`config.mk`:
```
export PLATFORM = sky130hd
export DESIGN_NAME = fetch_decode
export DESIGN_NICKNAME = d
export VERILOG_FILES = /design/src/rtl/fetch_decode.sv
export SDC_FILE = /design/constraint.sdc
export NUM_CORES = 1
export LEC_CHECK = 0
export BUFFER_PORTS_ARGS = -buffer_cell sky130_fd_sc_hd__buf_4
export CAP_MARGIN = 20
export CORE_ASPECT_RATIO = 0.75
export CORE_MARGIN = 10
export CORE_UTILIZATION = 40
export DETAILED_ROUTE_END_ITERATION = 16
export GPL_TIMING_DRIVEN = 0
export PLACE_DENSITY = 0.66
export SLEW_MARGIN = 20
export SYNTH_ARGS = -nofsm -noshare
export SYNTH_HDL_FRONTEND = slang
export SYNTH_SLANG_ARGS = --single-unit
```
`constraint.sdc`:
```
create_clock -name clock -period 1.7 [get_ports clock]
set_input_delay 0.17 -clock clock [delete_from_list [all_inputs] [get_ports clock]]
set_output_delay 0.17 -clock clock [all_outputs]
set_load 0.1 [all_outputs]
```
`src/rtl/fetch_decode.sv`:
```
// fetch_decode: upstream control stage for the J17 datapath.
// Fetches one 32-bit instruction per step from instruction memory at the
// datapath PC, decodes it into the datapath control bundle and issues a
// one-cycle dp_step enable so the datapath executes exactly one instruction
// per fetch.
//
// Ports:
//   clock, reset_n         processor clock (posedge), synchronous active-low reset
//   pc                     current PC from the datapath
//   imem_req/addr/ack/data instruction memory handshake
//   dp_step                datapath enable, one pulse per executed instruction
//   alucode..writecode     decoded control bundle, valid while dp_step is high
//   halted, trap           sticky status flags, cleared only by reset
//   retire_count           retired-instruction counter (RETIRE_COUNT_EN only)
//
// Optional build macro: RETIRE_COUNT_EN adds the retire_count output.
//
// state       | meaning
// ------------+------------------------------------------------------------
// FETCH_START | latch imem_addr from pc, raise imem_req, clear timeout
// FETCH       | wait for imem_ack, count idle cycles, trap on timeout
// DECODE      | register the control bundle from the captured word
// EXEC        | dp_step high, controls held for the datapath
// HALT        | absorbing until reset (halt instruction, illegal op, timeout)

module fetch_decode #(
  parameter int IMEM_AW       = 10,
  parameter int FETCH_TIMEOUT = 15
) (
  input  logic               clock,
  input  logic               reset_n,
  input  logic [31:0]        pc,
  output logic               imem_req,
  output logic [IMEM_AW-1:0] imem_addr,
  input  logic               imem_ack,
  input  logic [31:0]        imem_data,
  output logic               dp_step,
  output logic [4:0]         alucode,
  output logic [2:0]         op1,
  output logic               imControl,
  output logic               flag,
  output logic               flag1,
  output logic [20:0]        op2,
  output logic               regenable,
  output logic [1:0]         ramenable,
  output logic [2:0]         pcControl,
  output logic [1:0]         writecode,
  output logic               halted,
  output logic               trap
`ifdef RETIRE_COUNT_EN
  ,
  output logic [31:0]        retire_count
`endif
);

  typedef enum logic [2:0] {
    S_FETCH_START,
    S_FETCH,
    S_DECODE,
    S_EXEC,
    S_HALT
  } state_t;

  state_t      state, state_nxt;
  logic [31:0] instr;
  logic [4:0]  tmo_cnt;
  logic [4:0]  tmo_inc;
  logic        tmo_hit;
  logic [4:0]  opcode;
  logic        is_alu, is_mov, is_ld, is_br, is_halt, is_nop, is_illegal;

  // Only the low address bits reach instruction memory.
  logic unused_pc;
  assign unused_pc = ^pc[31:IMEM_AW];

  assign tmo_inc = (tmo_cnt == 5'h1f) ? tmo_cnt : tmo_cnt + 5'd1;
  assign tmo_hit = (tmo_inc == 5'(FETCH_TIMEOUT));

  assign opcode     = instr[31:27];
  assign is_alu     = (opcode <= 5'h0B);
  assign is_mov     = (opcode == 5'h0C);
  assign is_ld      = (opcode == 5'h0D);
  assign is_br      = (opcode[4:3] == 2'b10);
  assign is_halt    = (opcode == 5'h1E);
  assign is_nop     = (opcode == 5'h1F);
  assign is_illegal = !(is_alu || is_mov || is_ld || is_br || is_halt || is_nop);

  assign dp_step = (state == S_EXEC);

  always_comb begin
    state_nxt = state;
    case (state)
      S_FETCH_START: state_nxt = S_FETCH;
      S_FETCH: begin
        if (imem_ack)     state_nxt = S_DECODE;
        else if (tmo_hit) state_nxt = S_HALT;
      end
      S_DECODE:      state_nxt = (is_halt || is_illegal) ? S_HALT : S_EXEC;
      S_EXEC:        state_nxt = S_FETCH_START;
      default:       state_nxt = S_HALT;
    endcase
  end

  always_ff @(posedge clock) begin
    if (!reset_n) begin
      state     <= S_FETCH_START;
      instr     <= '0;
      tmo_cnt   <= '0;
      imem_req  <= 1'b0;
      imem_addr <= '0;
      alucode   <= '0;
      op1       <= '0;
      imControl <= 1'b0;
      flag      <= 1'b0;
      flag1     <= 1'b0;
      op2       <= '0;
      regenable <= 1'b0;
      ramenable <= '0;
      pcControl <= '0;
      writecode <= '0;
      halted    <= 1'b0;
      trap      <= 1'b0;
    end else begin
      state <= state_nxt;
      // Enables are only ever high for the EXEC cycle that follows DECODE.
      regenable <= 1'b0;
      ramenable <= 2'b00;
      case (state)
        S_FETCH_START: begin
          imem_addr <= pc[IMEM_AW-1:0];
          imem_req  <= 1'b1;
          tmo_cnt   <= '0;
        end
        S_FETCH: begin
          if (imem_ack) begin
            instr    <= imem_data;
            imem_req <= 1'b0;
          end else begin
            tmo_cnt <= tmo_inc;
            if (tmo_hit) begin
              trap     <= 1'b1;
              halted   <= 1'b1;
              imem_req <= 1'b0;
            end
          end
        end
        S_DECODE: begin
          op1       <= instr[26:24];
          imControl <= instr[23];
          flag      <= instr[22];
          flag1     <= instr[21];
          op2       <= instr[20:0];
          alucode   <= is_alu ? opcode : 5'd0;
          pcControl <= is_br ? opcode[2:0] : 3'd0;
          writecode <= is_mov ? 2'd1 : 2'd0;
          regenable <= is_alu || is_mov || is_ld;
          ramenable <= is_ld ? 2'b01 : 2'b00;
          if (is_halt) halted <= 1'b1;
          if (is_illegal) begin
            trap   <= 1'b1;
            halted <= 1'b1;
          end
        end
        default: ;
      endcase
    end
  end

`ifdef RETIRE_COUNT_EN
  always_ff @(posedge clock) begin
    if (!reset_n)             retire_count <= '0;
    else if (state == S_EXEC) retire_count <= retire_count + 32'd1;
  end
`endif

endmodule

```
==> flow_metrics.env <==
export IMPL_clk_latency_ns=0.34
export IMPL_synth_ff_type="dfxtp_1"
export IMPL_top_layer="met4"
export IMPL_yosysSeqAreaShare_pct=53.3
export IMPL_wire_per_inst_um=15.0
export IMPL_hp_class="in2reg"
export IMPL_slew_limit_headroom_pct=59.8
export IMPL_hold_viol_final=0
export IMPL_setup_tns_final_ns=0
export IMPL_tightest_slew_ns=0.602
export IMPL_arrival_ns=1.84
export IMPL_crit_path_max_incr_delay_ns=0.41
export IMPL_grt_antenna_before_repair=0
export IMPL_end_kind="flop"
export IMPL_grt_pass1_wl_um=15500
export IMPL_drt_met1_wl_um=4610
export IMPL_area_growth_syn_to_layout_pct=35.2
export IMPL_die_area_um2=12700
export IMPL_intPower_uw=3920
export IMPL_synth_distinct_cells=46
export IMPL_p_seq_share_pct=41.6
export IMPL_cap_violations=0
export IMPL_avgSynthCellArea_um2=8.12
export IMPL_synth_seq_cells=91
export IMPL_power_switching_uw=1660
export IMPL_grt_max_degree=16
export IMPL_overflow=0
export IMPL_status="finished, final reports clean"
export IMPL_maxSlewViolCount=0
export IMPL_place_hpwl_um=7200
export IMPL_yosysMostFrequentCell="nand2_1"
export IMPL_yosys_top_cells_count="nand2_1 (151), dfxtp_1 (91), a21oi_1 (83), buf_2 (16), clkbuf_1 (16)"
export IMPL_timing_final_crit_share_pct=95.2
export IMPL_finalCriticalPeriod_ns=1.62
export IMPL_clk_pin_slew_ns=0.07
export IMPL_power_leakage_uw=0.00186
export IMPL_yosys_top_cells_area="dfxtp_1 (53%), nand2_1 (17%), a21oi_1 (12%)"
export IMPL_initial_core_util_pct=40.8
export IMPL_htreeDepth=3
export IMPL_wl_met3_um=963
export IMPL_rsz0062_at_grt="no"
export IMPL_crit_path_start_kind="flop"
export IMPL_p_sw_share_pct=29.8
export IMPL_cp_data_required_time_ns=1.92
export IMPL_rows=29
export IMPL_synth_edf_count=0
export IMPL_power_frac_comb_pct=18.9
export IMPL_synth_top_cell_area_share_pct=53.3
export IMPL_slowest_stage="dfxtp_1"
export IMPL_drive_above_1_share_pct=26.2
export IMPL_crit_fanout=6
export IMPL_port_buffers=96
export IMPL_wl_um=9650
export IMPL_final_nets=597
export IMPL_die_x_um=127
export IMPL_clockBufferDepth=2
export IMPL_crit_type="reg2reg"
export IMPL_setup_viol=0
export IMPL_die_y_um=100
export IMPL_num_antenna_cells=0
export IMPL_ir_drop_v=0.000702
export IMPL_wl_met2_um=3970
export IMPL_gp_congestion=0.837
export IMPL_cts_tree="yes"
export IMPL_syn_inst=421
export IMPL_p_per_area_nw_per_um2=1210
export IMPL_grt_use_total_pct=14.9
export IMPL_numCtsBuffers=9
export IMPL_grt_pass1_vias=3123
export IMPL_postRouteAntennaNets=0
export IMPL_dr_total_vias=3182
export IMPL_timing_final_ws_setup_ns=0.0812
export IMPL_async_reset_ff_share_pct=0
export IMPL_yosysWarningCount=0
export IMPL_path_cells="ha_1 -> xor2_1 -> a21oi_1 -> o31a_1"
export IMPL_yosys_area_top_type="dfxtp_1"
export IMPL_cts_root_buf="clkbuf_16"
export IMPL_syn_cell_area_um2=3420
export IMPL_clock_fmax_mhz=618
export IMPL_fillers=807
export IMPL_worst_clock_skew_ns=0.00688
export IMPL_dpl_worst_slack_ns=0.0689
export IMPL_drc=0
export IMPL_io_pins=121
export IMPL_clockPowerShare_pct=39.6
export IMPL_drt_initial_drc_count=228
export IMPL_clock_sinks=91
export IMPL_via_per_inst=4.96
export IMPL_drtPass1Iterations=4
export IMPL_core_um2=8380
## layout by cell type, fill, tap and decap left out, types with 2 or more instances in the layout
cell       instances
conb_1             2
clkbuf_16          9
a21oi_1           83
nand2_1          151
clkbuf_8           2
bufinv_16          2
and4_1             2
clkbuf_2           2
nor2b_1            2
and3_1             2
dfxtp_1           90
clkbuf_1          15
inv_6              2
a31oi_1            3
o31a_1             2
nand2b_1           2
nor4bb_1           2
nand4_1            2
buf_2             16
buf_4             98
xor2_1             2
o22ai_1            3
nand3_1            9
inv_1              2
## timing repair
action	CTS	global route
hold buffers	0	0
resized for setup	0	4
setup endpoints to repair	0	15
setup buffers	0	0
## cells by family (layout without fill, tap and decap cells)
kind of cell / Yosys count / after routing / synth area share, %
AND/OR/NAND/NOR: 186 / 186 / 24.1
flip-flops: 91 / 91 / 53.3
XOR/XNOR: 2 / 2 / 0.513
other: 1 / 2 / 0.110
buffers and inverters: 37 / 149 / 4.91
adder cells (fa/ha/maj): 1 / 1 / 0.366
AO/OA/AOI/OAI: 103 / 103 / 16.7
## critical path, delay by kind of cell (launching register included)
kind | cells | cell delay (ns)
adders and majority gates | 1 | 0.29
DFF | 1 | 0.41
xor gates and xnor gates | 1 | 0.35
AOI/OAI and AO/OA | 2 | 0.46
## flip-flops by register name (all words and copies together) (netlist names)
name and cells:
trap 1, instr 32, ramenable 1, alucode 5
imem_req 1, imControl 1, state 3, op2 21
pcControl 3, writecode 1, regenable 1, imem_addr 10
halted 1, tmo_cnt 5, op1 3, flag 1
flag1 1
## final timing paths
kind	slack, ns	to	startpoint	depth (start not counted)
worst min-delay path	0.07	instr[9]	imem_data[9]	3
worst max register to register	0.08	state[0]	tmo_cnt[0]	4
worst max-delay path	0.08	state[0]	tmo_cnt[0]	4
worst min register to register	0.45	flag	instr[22]	2
## area by class of cell
class	instances	area (µm²)	share of cell area (%)
plain buffers	35	161	3.49
clock buffers	11	253	5.47
clock inverters	5	82.6	1.79
inverters	2	7.51	0.163
multi-input cells	294	1440	31.1
flip-flops and latches	91	1820	39.5
well taps	108	135	2.93
repair buffers	96	721	15.6
## power groups by stage
stage / Combinational (µW) / Sequential, µW / Clock [µW]
global route: 1140 / 2340 / 2330
global placement: 1040 / 2360 / 0
CTS: 1050 / 2320 / 2240
detailed placement: 1050 / 2370 / 0
floorplan: 424 / 2690 / 0
finish: 1050 / 2320 / 2210
## metrics by stage
stage	power (µW)	area, µm²	util [%]	hold slack (ns)	std cells
after detailed placement	3420	4280	51.0	0.426	626
after CTS	5610	4610	55.0	0.0692	642
after global placement	3400	4280	51.0	0.421	626
after floorplan	3110	3420	-	0.306	422
after global routing	5810	4620	55.1	0.0742	642
final	5580	4620	55.1	0.0728	642
## layer usage
metal  global-route usage, %  vias to the layer above
met3                    7.06                       10
met4                    4.10                        0
met1                    19.6                     1447
met5                       0                        -
li1                        -                     1620
met2                    21.2                      105
No activity file was read; power rests on OpenSTA's default activity.
